### src/rtl/error_counter.sv
// error_counter: turns AGC plus/minus error pulses into a slew-limited 9-bit
// error count for the D/A converter. Pulses are synchronised and edge-detected,
// then queued in a signed backlog. The backlog drains one count every STEP_DIV
// clocks into a clamped unsigned counter, presented active-low on _DD0.._DD8.
module error_counter #(
  parameter int STEP_DIV  = 8,    // clocks between counter steps (>= 2)
  parameter int BACKLOG_W = 6,    // signed backlog width
  parameter int COUNT_MAX = 511   // upper clamp of the error count (<= 511)
) (
  input  logic clk,
  input  logic rst_n,
  input  logic _ECpP,
  input  logic _ECmP,
  input  logic ECE,
  output logic _DD0,
  output logic _DD1,
  output logic _DD2,
  output logic _DD3,
  output logic _DD4,
  output logic _DD5,
  output logic _DD6,
  output logic _DD7,
  output logic _DD8,
  output logic busy,
  output logic limit,
  output logic ovf
);

  typedef enum logic [1:0] {
    S_DISABLED = 2'd0,
    S_IDLE     = 2'd1,
    S_PACE     = 2'd2
  } state_t;

  localparam int DIV_W    = $clog2(STEP_DIV);
  localparam int SUM_W    = BACKLOG_W + 2;
  localparam int BL_MAX_I = (1 << (BACKLOG_W - 1)) - 1;
  localparam int BL_MIN_I = -(1 << (BACKLOG_W - 1));

  localparam logic [DIV_W-1:0]            DIV_LAST = DIV_W'(STEP_DIV - 1);
  localparam logic [8:0]                  CNT_MAX  = 9'(COUNT_MAX);
  localparam logic signed [SUM_W-1:0]     SUM_MAX  = SUM_W'(BL_MAX_I);
  localparam logic signed [SUM_W-1:0]     SUM_MIN  = SUM_W'(BL_MIN_I);
  localparam logic signed [BACKLOG_W-1:0] BL_MAX   = BACKLOG_W'(BL_MAX_I);
  localparam logic signed [BACKLOG_W-1:0] BL_MIN   = BACKLOG_W'(BL_MIN_I);

  // Synchroniser chains: bit 0 is the first flop, bit 2 the edge-detect flop.
  logic [2:0] r_p_sync;
  logic [2:0] r_m_sync;
  // Marks which chain stages hold a real sample taken since reset release, so
  // an input already held low at release cannot look like a falling edge.
  logic [2:0] r_sync_vld;

  state_t                      r_state;
  logic [DIV_W-1:0]            r_div;
  logic signed [BACKLOG_W-1:0] r_backlog;
  logic [8:0]                  r_count;
  logic                        r_busy;
  logic                        r_limit;
  logic                        r_ovf;

  logic                        w_p_evt;
  logic                        w_m_evt;
  logic                        w_bl_pos;
  logic                        w_bl_neg;
  logic                        w_step_now;
  logic signed [SUM_W-1:0]     w_sum;
  logic signed [BACKLOG_W-1:0] w_bl_next;
  logic                        w_ovf_hit;
  logic [8:0]                  w_count_next;
  logic                        w_limit_hit;
  logic                        w_stay_pace;
  logic                        w_busy_next;

  // Two-flop synchronisers plus an edge-detect flop for each pulse input.
  // NOTE: state is updated with non-blocking assignments so every flop samples
  // the pre-edge values of the others, regardless of statement order.
  always_ff @(posedge clk or negedge rst_n) begin
    if (!rst_n) begin
      r_p_sync   <= '1;
      r_m_sync   <= '1;
      r_sync_vld <= '0;
    end else begin
      r_p_sync   <= {r_p_sync[1:0], _ECpP};
      r_m_sync   <= {r_m_sync[1:0], _ECmP};
      r_sync_vld <= {r_sync_vld[1:0], 1'b1};
    end
  end

  // Event detection, net backlog arithmetic with saturation, and the step.
  // NOTE: every signal gets a default before any branch so no latch is inferred.
  always_comb begin
    w_p_evt      = r_sync_vld[2] & r_p_sync[2] & ~r_p_sync[1];
    w_m_evt      = r_sync_vld[2] & r_m_sync[2] & ~r_m_sync[1];
    w_bl_neg     = r_backlog[BACKLOG_W-1];
    w_bl_pos     = !w_bl_neg && (r_backlog != '0);
    w_step_now   = (r_state == S_PACE) && (r_div == DIV_LAST);

    w_sum        = SUM_W'(r_backlog);
    w_bl_next    = r_backlog;
    w_ovf_hit    = 1'b0;
    w_count_next = r_count;
    w_limit_hit  = 1'b0;
    w_stay_pace  = 1'b0;

    // Coincident plus and minus events cancel; a step drains toward zero.
    if (w_p_evt && !w_m_evt)   w_sum = w_sum + SUM_W'(1);
    if (w_m_evt && !w_p_evt)   w_sum = w_sum - SUM_W'(1);
    if (w_step_now && w_bl_pos) w_sum = w_sum - SUM_W'(1);
    if (w_step_now && w_bl_neg) w_sum = w_sum + SUM_W'(1);

    if (w_sum > SUM_MAX) begin
      w_bl_next = BL_MAX;
      w_ovf_hit = 1'b1;
    end else if (w_sum < SUM_MIN) begin
      w_bl_next = BL_MIN;
      w_ovf_hit = 1'b1;
    end else begin
      w_bl_next = w_sum[BACKLOG_W-1:0];
    end

    // At a clamp the backlog unit is still consumed but the count holds.
    if (w_step_now) begin
      if (w_bl_pos) begin
        if (r_count == CNT_MAX) w_limit_hit  = 1'b1;
        else                    w_count_next = r_count + 9'd1;
      end else if (w_bl_neg) begin
        if (r_count == 9'd0)    w_limit_hit  = 1'b1;
        else                    w_count_next = r_count - 9'd1;
      end
    end

    case (r_state)
      S_IDLE:  w_stay_pace = (r_backlog != '0);
      S_PACE:  w_stay_pace = w_step_now ? (w_bl_next != '0) : 1'b1;
      default: w_stay_pace = 1'b0;
    endcase

    w_busy_next = w_stay_pace | (w_bl_next != '0);
  end

  // Control FSM with the pacing divider, backlog, count and status registers.
  always_ff @(posedge clk or negedge rst_n) begin
    if (!rst_n) begin
      r_state   <= S_DISABLED;
      r_div     <= '0;
      r_backlog <= '0;
      r_count   <= '0;
      r_busy    <= 1'b0;
      r_limit   <= 1'b0;
      r_ovf     <= 1'b0;
    end else if (!ECE) begin
      // Disable wins from any state: a step or event in flight is dropped.
      r_state   <= S_DISABLED;
      r_div     <= '0;
      r_backlog <= '0;
      r_count   <= '0;
      r_busy    <= 1'b0;
      r_limit   <= 1'b0;
      r_ovf     <= 1'b0;
    end else if (r_state == S_DISABLED) begin
      // Events arriving on the enabling clock are ignored; everything is zero.
      r_state <= S_IDLE;
      r_busy  <= 1'b0;
      r_limit <= 1'b0;
    end else begin
      r_state   <= w_stay_pace ? S_PACE : S_IDLE;
      r_div     <= (r_state == S_PACE && !w_step_now) ? r_div + DIV_W'(1) : '0;
      r_backlog <= w_bl_next;
      r_count   <= w_count_next;
      r_limit   <= w_limit_hit;
      r_ovf     <= r_ovf | w_ovf_hit;
      r_busy    <= w_busy_next;
    end
  end

  assign _DD0  = ~r_count[0];
  assign _DD1  = ~r_count[1];
  assign _DD2  = ~r_count[2];
  assign _DD3  = ~r_count[3];
  assign _DD4  = ~r_count[4];
  assign _DD5  = ~r_count[5];
  assign _DD6  = ~r_count[6];
  assign _DD7  = ~r_count[7];
  assign _DD8  = ~r_count[8];
  assign busy  = r_busy;
  assign limit = r_limit;
  assign ovf   = r_ovf;

endmodule
### config.mk
export PLATFORM = sky130hd
export DESIGN_NAME = error_counter
export DESIGN_NICKNAME = d
export VERILOG_FILES = /design/src/rtl/error_counter.sv
export SDC_FILE = /design/constraint.sdc
export NUM_CORES = 1
export LEC_CHECK = 0
export BUFFER_PORTS_ARGS = -buffer_cell sky130_fd_sc_hd__buf_2
export CORE_UTILIZATION = 35
export DETAILED_ROUTE_END_ITERATION = 16
export GPL_TIMING_DRIVEN = 1
export PLACE_DENSITY = 0.55
export SLEW_MARGIN = 10
export SYNTH_ARGS = -nofsm -noshare
export SYNTH_HDL_FRONTEND = slang
export SYNTH_SLANG_ARGS = --single-unit
### constraint.sdc
create_clock -name clk -period 5.17 [get_ports clk]
set_input_delay 0.517 -clock clk [delete_from_list [all_inputs] [get_ports clk]]
set_output_delay 0.517 -clock clk [all_outputs]
set_load 0.1 [all_outputs]
### Yosys cells after proc, flatten, opt, wreduce, memory -nomap -nowiden

Cells that the tools add are included.

* register bits after elaboration: 32
* output and inout bits: 12

* add/subtract/negate cells: 7
* order comparisons: 2
* eq/ne operators: 9
* muxes and demuxes: 36
* bitwise gates (word level): 17
* reduce and logical (&&, ||, !) cells: 16

Operators with widths (count)
* $mux W9: 7
* $mux W8: 4
* $mux W6: 4
* $sub A8 B2 Y8 const B: 2
* $mux W1: 14
* $reduce_bool A6 Y1: 2
* $not A1 Y1: 11
* $add A9 B1 Y9 const B: 1
* $eq A9 B9 Y1 const B: 1
* $logic_not A9 Y1: 1
* $mux W3: 3
* $sub A9 B1 Y9 const B: 1
* $add A8 B2 Y8 const B: 1
* $gt A8 B6 Y1 const B: 1
* $lt A8 B6 Y1 const B: 1
* $add A6 B2 Y7 const B: 1
* $logic_and A1 B1 Y1: 7
* $mux W2: 3
* $ne A3 B3 Y1 const B: 2
* $reduce_and A5 Y1: 1
* $and A1 B1 Y1: 4
* $logic_not A1 Y1: 4
* $add A3 B1 Y3 const B: 1
* $eq A3 B3 Y1 const B: 1
* 8 further kinds: 9

### Logic depth before layout (Yosys ltp)

* depth in word-level cells: 20
* mapped depth: 20

### Worst setup path before layout

Ideal clock, no wire load.

* path type: reg2reg
* start point: register r_p_sync[2]
* end point: register r_state[0]
* setup time: 0.119 ns
* arrival time: 3.770 ns
* data required time: 5.051 ns
* path slack: 1.281 ns
* stages on the path, launching flop included: 20
* path buffers: 1
* path through: dfstp_2 > nand2b_1 > buf_4 > nor2_1 > nand2_1 > mux2i_1 > ha_1 > and3_1 > o21ai_1 > nand2_1 > ha_1 > o21ai_0 > ha_1 > nand2_1 > or3_1 > nand3_1 > o21bai_1 > o311ai_1 > a31oi_1 > o21a_1

* word-level cells in the longest chain between the ends: 19
* elaborated cells between the ends (all ways): 22
* those cells by class: add/sub (3); order compare (2); mux (11); bitwise (2); reduce/logical (4)

RTL lines
* from (decl): line 48 `logic [2:0] r_p_sync;`
* from (signal assigned): line 84 `r_p_sync <= {r_p_sync[1:0], _ECpP};`
* $and A1 B1 Y1 * (2 in a row): line 93 `w_p_evt = r_sync_vld[2] & r_p_sync[2] & ~r_p_sync[1];`
* $logic_and A1 B1 Y1: line 107 `if (w_p_evt && !w_m_evt) w_sum = w_sum + SUM_W'(1);`
* $mux W8: line 107
* $sub A8 B2 Y8: line 108 `if (w_m_evt && !w_p_evt) w_sum = w_sum - SUM_W'(1);`
* $mux W8 *: line 108
* $sub A8 B2 Y8: line 109 `if (w_step_now && w_bl_pos) w_sum = w_sum - SUM_W'(1);`
* $mux W8 *: line 109
* $add A8 B2 Y8: line 110 `if (w_step_now && w_bl_neg) w_sum = w_sum + SUM_W'(1);`
* (+2 left out)
* $mux W6: line 115 `end else if (w_sum < SUM_MIN) begin`
* $mux W6 *: line 112 `if (w_sum > SUM_MAX) begin`
* $reduce_bool A6 Y1 *: line 135 `S_PACE: w_stay_pace = w_step_now ? (w_bl_next != '0) : 1'b1;`
* $mux W1 *: line 135
* $pmux W1 S2 *: line 133 `case (r_state)`
* $mux W2 *: line 167 `r_state <= w_stay_pace ? S_PACE : S_IDLE;`
* $mux W2 *: line 161 `end else if (r_state == S_DISABLED) begin`
* $mux W2 *: line 152 `end else if (!ECE) begin`
* to (signal assigned): line 167
* to (decl): line 54 `state_t r_state;`

Every way passes the cells marked *; elsewhere a longest branch is shown, timed or not.
A chain may end at the register's enable or synchronous reset.

### Worst setup path in the final report

* start point: register r_m_sync[2]
* end point: register r_state[0]

* word-level cells in the longest chain between the ends: 20
* elaborated cells between the ends (all ways): 22
* those cells by class: add/sub (3); order compare (2); mux (11); bitwise (2); reduce/logical (4)

RTL lines
* from (decl): line 49 `logic [2:0] r_m_sync;`
* from (signal assigned): line 85 `r_m_sync <= {r_m_sync[1:0], _ECmP};`
* $and A1 B1 Y1 * (2 in a row): line 94 `w_m_evt = r_sync_vld[2] & r_m_sync[2] & ~r_m_sync[1];`
* $logic_not A1 Y1: line 107
* $logic_and A1 B1 Y1: line 107
* $mux W8: line 107
* $sub A8 B2 Y8: line 108
* $mux W8 *: line 108
* $sub A8 B2 Y8: line 109
* $mux W8 *: line 109
* (+3 left out)
* $mux W6: line 115
* $mux W6 *: line 112
* $reduce_bool A6 Y1 *: line 135
* $mux W1 *: line 135
* $pmux W1 S2 *: line 133
* $mux W2 *: line 167
* $mux W2 *: line 161
* $mux W2 *: line 152

Marks and branches as above.

==> results summary <==
The CTS H-tree depth came out at 2. The share of synthesized area in the top cell type comes to around 25%. The layer flagged by global routing as most heavily used is met2. Ranked by total cell area, the synthesized netlist is headed by dfrtp_1 (25%), ha_1 (8.6%), dfstp_2 (6.0%). The number of global-route vias before repair came out at a little over 2000. The number of synthesized register bits came out at 32.

The hold violation total from the final report came to 0. The number of standard cells after synthesis is just over 300. The data required time at the worst endpoint is 5.34 ns. The main flop type after synthesis is dfrtp_1. The multi-input gate area in the final layout is 1670 µm². The startpoint of the most critical register-to-register path is r_m_sync[2]. The sequential element share of the synthesized area came out at between 30% and 40%.

Setup repair after global routing left no endpoint under its margin. Buffers inserted during clock tree synthesis total 5. The transition time at the pin with the least slew margin came out at about 0.7 ns. The flow ran to the end, and the final reports show no timing, DRC or antenna violations.

The fraction of layout cells with a size suffix above 1 is roughly 17%. The net count reported at finish is 338. The critical setup path kind is reg -> reg. The total overflow reported by the global router is 0. TritonCTS built the clock tree. The min-delay analysis places its worst path in the category in -> async. The worst setup path is launched from a register. The number of failing setup endpoints in the final timing report is 0.

The warning count from the yosys run came out at 0. The share of synthesized flip-flops with an asynchronous set or reset came out at 100%. The mapped netlist covers 2620 µm². The worst setup timing slack at the placement stage is ~0.85 ns. The count of buffers inserted at the top-level ports came out at 16.

In this run the register-to-register setup slack is 0.83 ns. The total number of vias is around 2100. The capture instance of the worst register-to-register path is r_state[0].

The largest net degree at the start of global routing is 33. In this run the worst path has a maximum fanout of 8. The placer's final routability congestion estimate came out at 0.813. CTS saw 32 sinks. The number of instances resized during post-cts repair is 0.

The overall power is approximately 690 µW. The number of instances in the placed design came out at approximately 410. The DRC violation total after the first TritonRoute iteration is 62.

In the layout the commonest cells are nand2_1 (26), dfrtp_1 (26), inv_1 (23). The total DRC errors in the routed layout is 0. On the final layout, the worst clock skew is roughly 0.0080 ns.

The later-pin clock latency in the skew report came out at approximately 0.28 ns. The register area came out at 808 µm². In the global route stage, met1 resource usage came out at between 20% and 30%. The half-perimeter wire length of the detailed placement result came out at between 4 and 5 mm. For this block, the routed nets add up to about 5.4 mm of wire. The worst path arrival time is roughly 4.5 ns.

The worst path uses a little over four fifths of the clock period. The critical path capture point type is a register. The number of antenna violations at the first check in global routing is 0.

From synthesis to final layout, the design area changed by 9.06%. The number of cells traversed by the worst register-to-register path came out at 18. The number of buffers added to fix hold violations after cts came out at 0.

Counting flops with a built-in enable in the synthesized netlist gives 0. The met3 global-route usage is about 2.4%. Of all cell types, the one taking the most synthesized area is dfrtp_1. The starting density of the core is between 30% and 40%. The number of routed nets with antenna violations is 0. The global routing usage on met2 came out at 26.4%. Across all setup checks in the final design, the least slack found is roughly 0.83 ns. The largest buffer count on any clock path is 2. The total die area came out at between 7000 and 8000 µm². The net count of the mapped netlist is roughly 330. The tightest hold margin came out at around 0.28 ns. The clock transition at the registers of the reported paths came out at approximately 0.07 ns.

The final total negative setup slack came out at 0 ns. The maximum cell stage delay along the critical path came out at approximately 0.53 ns. Dividing the detail-routed via count by the number of cells gives approximately 5.1. Pin placement for this block handled 17 I/O pins.

The number of standard cells in the final layout excluding fillers is 414. The fmax came out at between 200 and 250 MHz. The critical path goes through nor2b_2 -> nor2_1 -> nand2_1 -> mux2i_1 -> ha_1 -> and3_1 -> o21ai_1 -> nand2_1 -> ha_1 -> o21ai_0 -> ha_1 -> nand2_1 -> or3_1 -> nand3_1 -> o21bai_1 -> o311ai_1 -> a31oi_1 -> o21a_1.

The worst max-slew margin expressed relative to the limit is between 50 and 60%. The total of fill cells in the finished design is roughly 760. From left edge to right edge, the die measures a little under 90 µm. The post-CTS setup-driven buffer insertion count came out at 0. The number of different library cells in the post-synthesis netlist came out at 58. The global-route usage over all layers came out at 15.9%. The average footprint of a synthesized cell is about 8.7 µm². The cell chosen for the clock root is clkbuf_8. The slowest stage of the critical path belongs to the cell dfstp_2. After detailed routing, the average wire length per cell comes to around 13 µm. Before antenna repair, the detailed router went through 4 iterations. The number of antenna diodes in the final layout is 0. The vertical die dimension is 88.6 µm. The leakage power is ~0.0012 µW. The core region is approximately 7300 µm². The post-route minimum period is 4.34 ns. The final count of pins violating max slew is 0.

The number of rows in the core area is 31. The total power per unit cell area came out at around 240 nW/µm². The peak supply drop came out at 0.0000993 V. The first global-routing pass estimated 9.60 mm of wire.

The tool flagged a number of max-cap violations equal to 0.
## where the power goes
part,total (µW),switching (µW),internal [µW]
logic,208,127,81.6
clock network,195,86.1,108
registers,283,19.0,264
## metal layers
layer  up-vias  share of wire (%)  wire (µm)
li1       1077                  -          -
met1      1002                 48       2600
met2        26                 48       2610
met3         8                2.1        112
met4         0                2.1        113
met5         -                  0          0
## state kept, by name (all words and copies together), names as in the netlist
name and flops:
ovf 1, r_state 2, r_count 9, busy 1, limit 1, r_div 3, r_sync_vld 3, r_p_sync 3
r_m_sync 3, r_backlog 6
## critical path, delay by kind of cell, from the launching register on
kind / cells / cell delay, ns
AO/OA/AOI/OAI: 6 / 1.34
flip-flops: 1 / 0.53
AND/OR/NAND/NOR: 8 / 1.42
multiplexers: 1 / 0.20
adder cells (fa/ha/maj): 3 / 0.73
## area by class of cell
| cell class | count | area share (%) |
|---|---|---|
| Clock buffer | 8 | 3.15 |
| Inverter | 23 | 3.02 |
| Multi-Input combinational cell | 235 | 58.2 |
| Sequential cell | 32 | 28.2 |
| Tap cell | 99 | 4.33 |
| Timing Repair Buffer | 17 | 3.06 |
## stage by stage
stage | area, µm² | utilization (%)
CTS | 2860 | 39.5
finish | 2860 | 39.5
floorplan | 2620 | -
global placement | 2770 | 38.2
detailed placement | 2770 | 38.2
global route | 2860 | 39.5
## synthesized netlist by cell type (7+ instances only)
library cell,instances
o21ai_0,21
xnor2_1,14
nor2b_1,9
nand2b_1,7
dfrtp_1,26
nand3_1,8
nor2_1,16
and2_1,9
nand2_1,26
a21oi_1,17
ha_1,18
inv_1,23
## cell families after synthesis
family / after synthesis / synth area share, %
AND/OR/NAND/NOR: 124 / 27.0
buffers and inverters: 35 / 5.72
other: 1 / 0.143
multiplexers: 6 / 2.38
adder cells (fa/ha/maj): 19 / 9.35
XOR/XNOR: 17 / 6.25
flip-flops: 32 / 30.8
AO/OA/AOI/OAI: 68 / 18.4
## how the worst max path moves through the flow
stage	start	depth (start not counted)	slack (ns)	to
after floorplan	r_p_sync[2]	19	1.28	r_state[0]
after global placement	r_m_sync[2]	18	0.97	r_state[0]
after detailed placement	r_m_sync[2]	18	0.85	r_state[0]
after CTS	r_m_sync[2]	18	0.82	r_state[0]
after global routing	r_m_sync[2]	18	0.51	r_state[0]
final	r_m_sync[2]	18	0.83	r_state[0]
(Power assumes the default switching activity.)
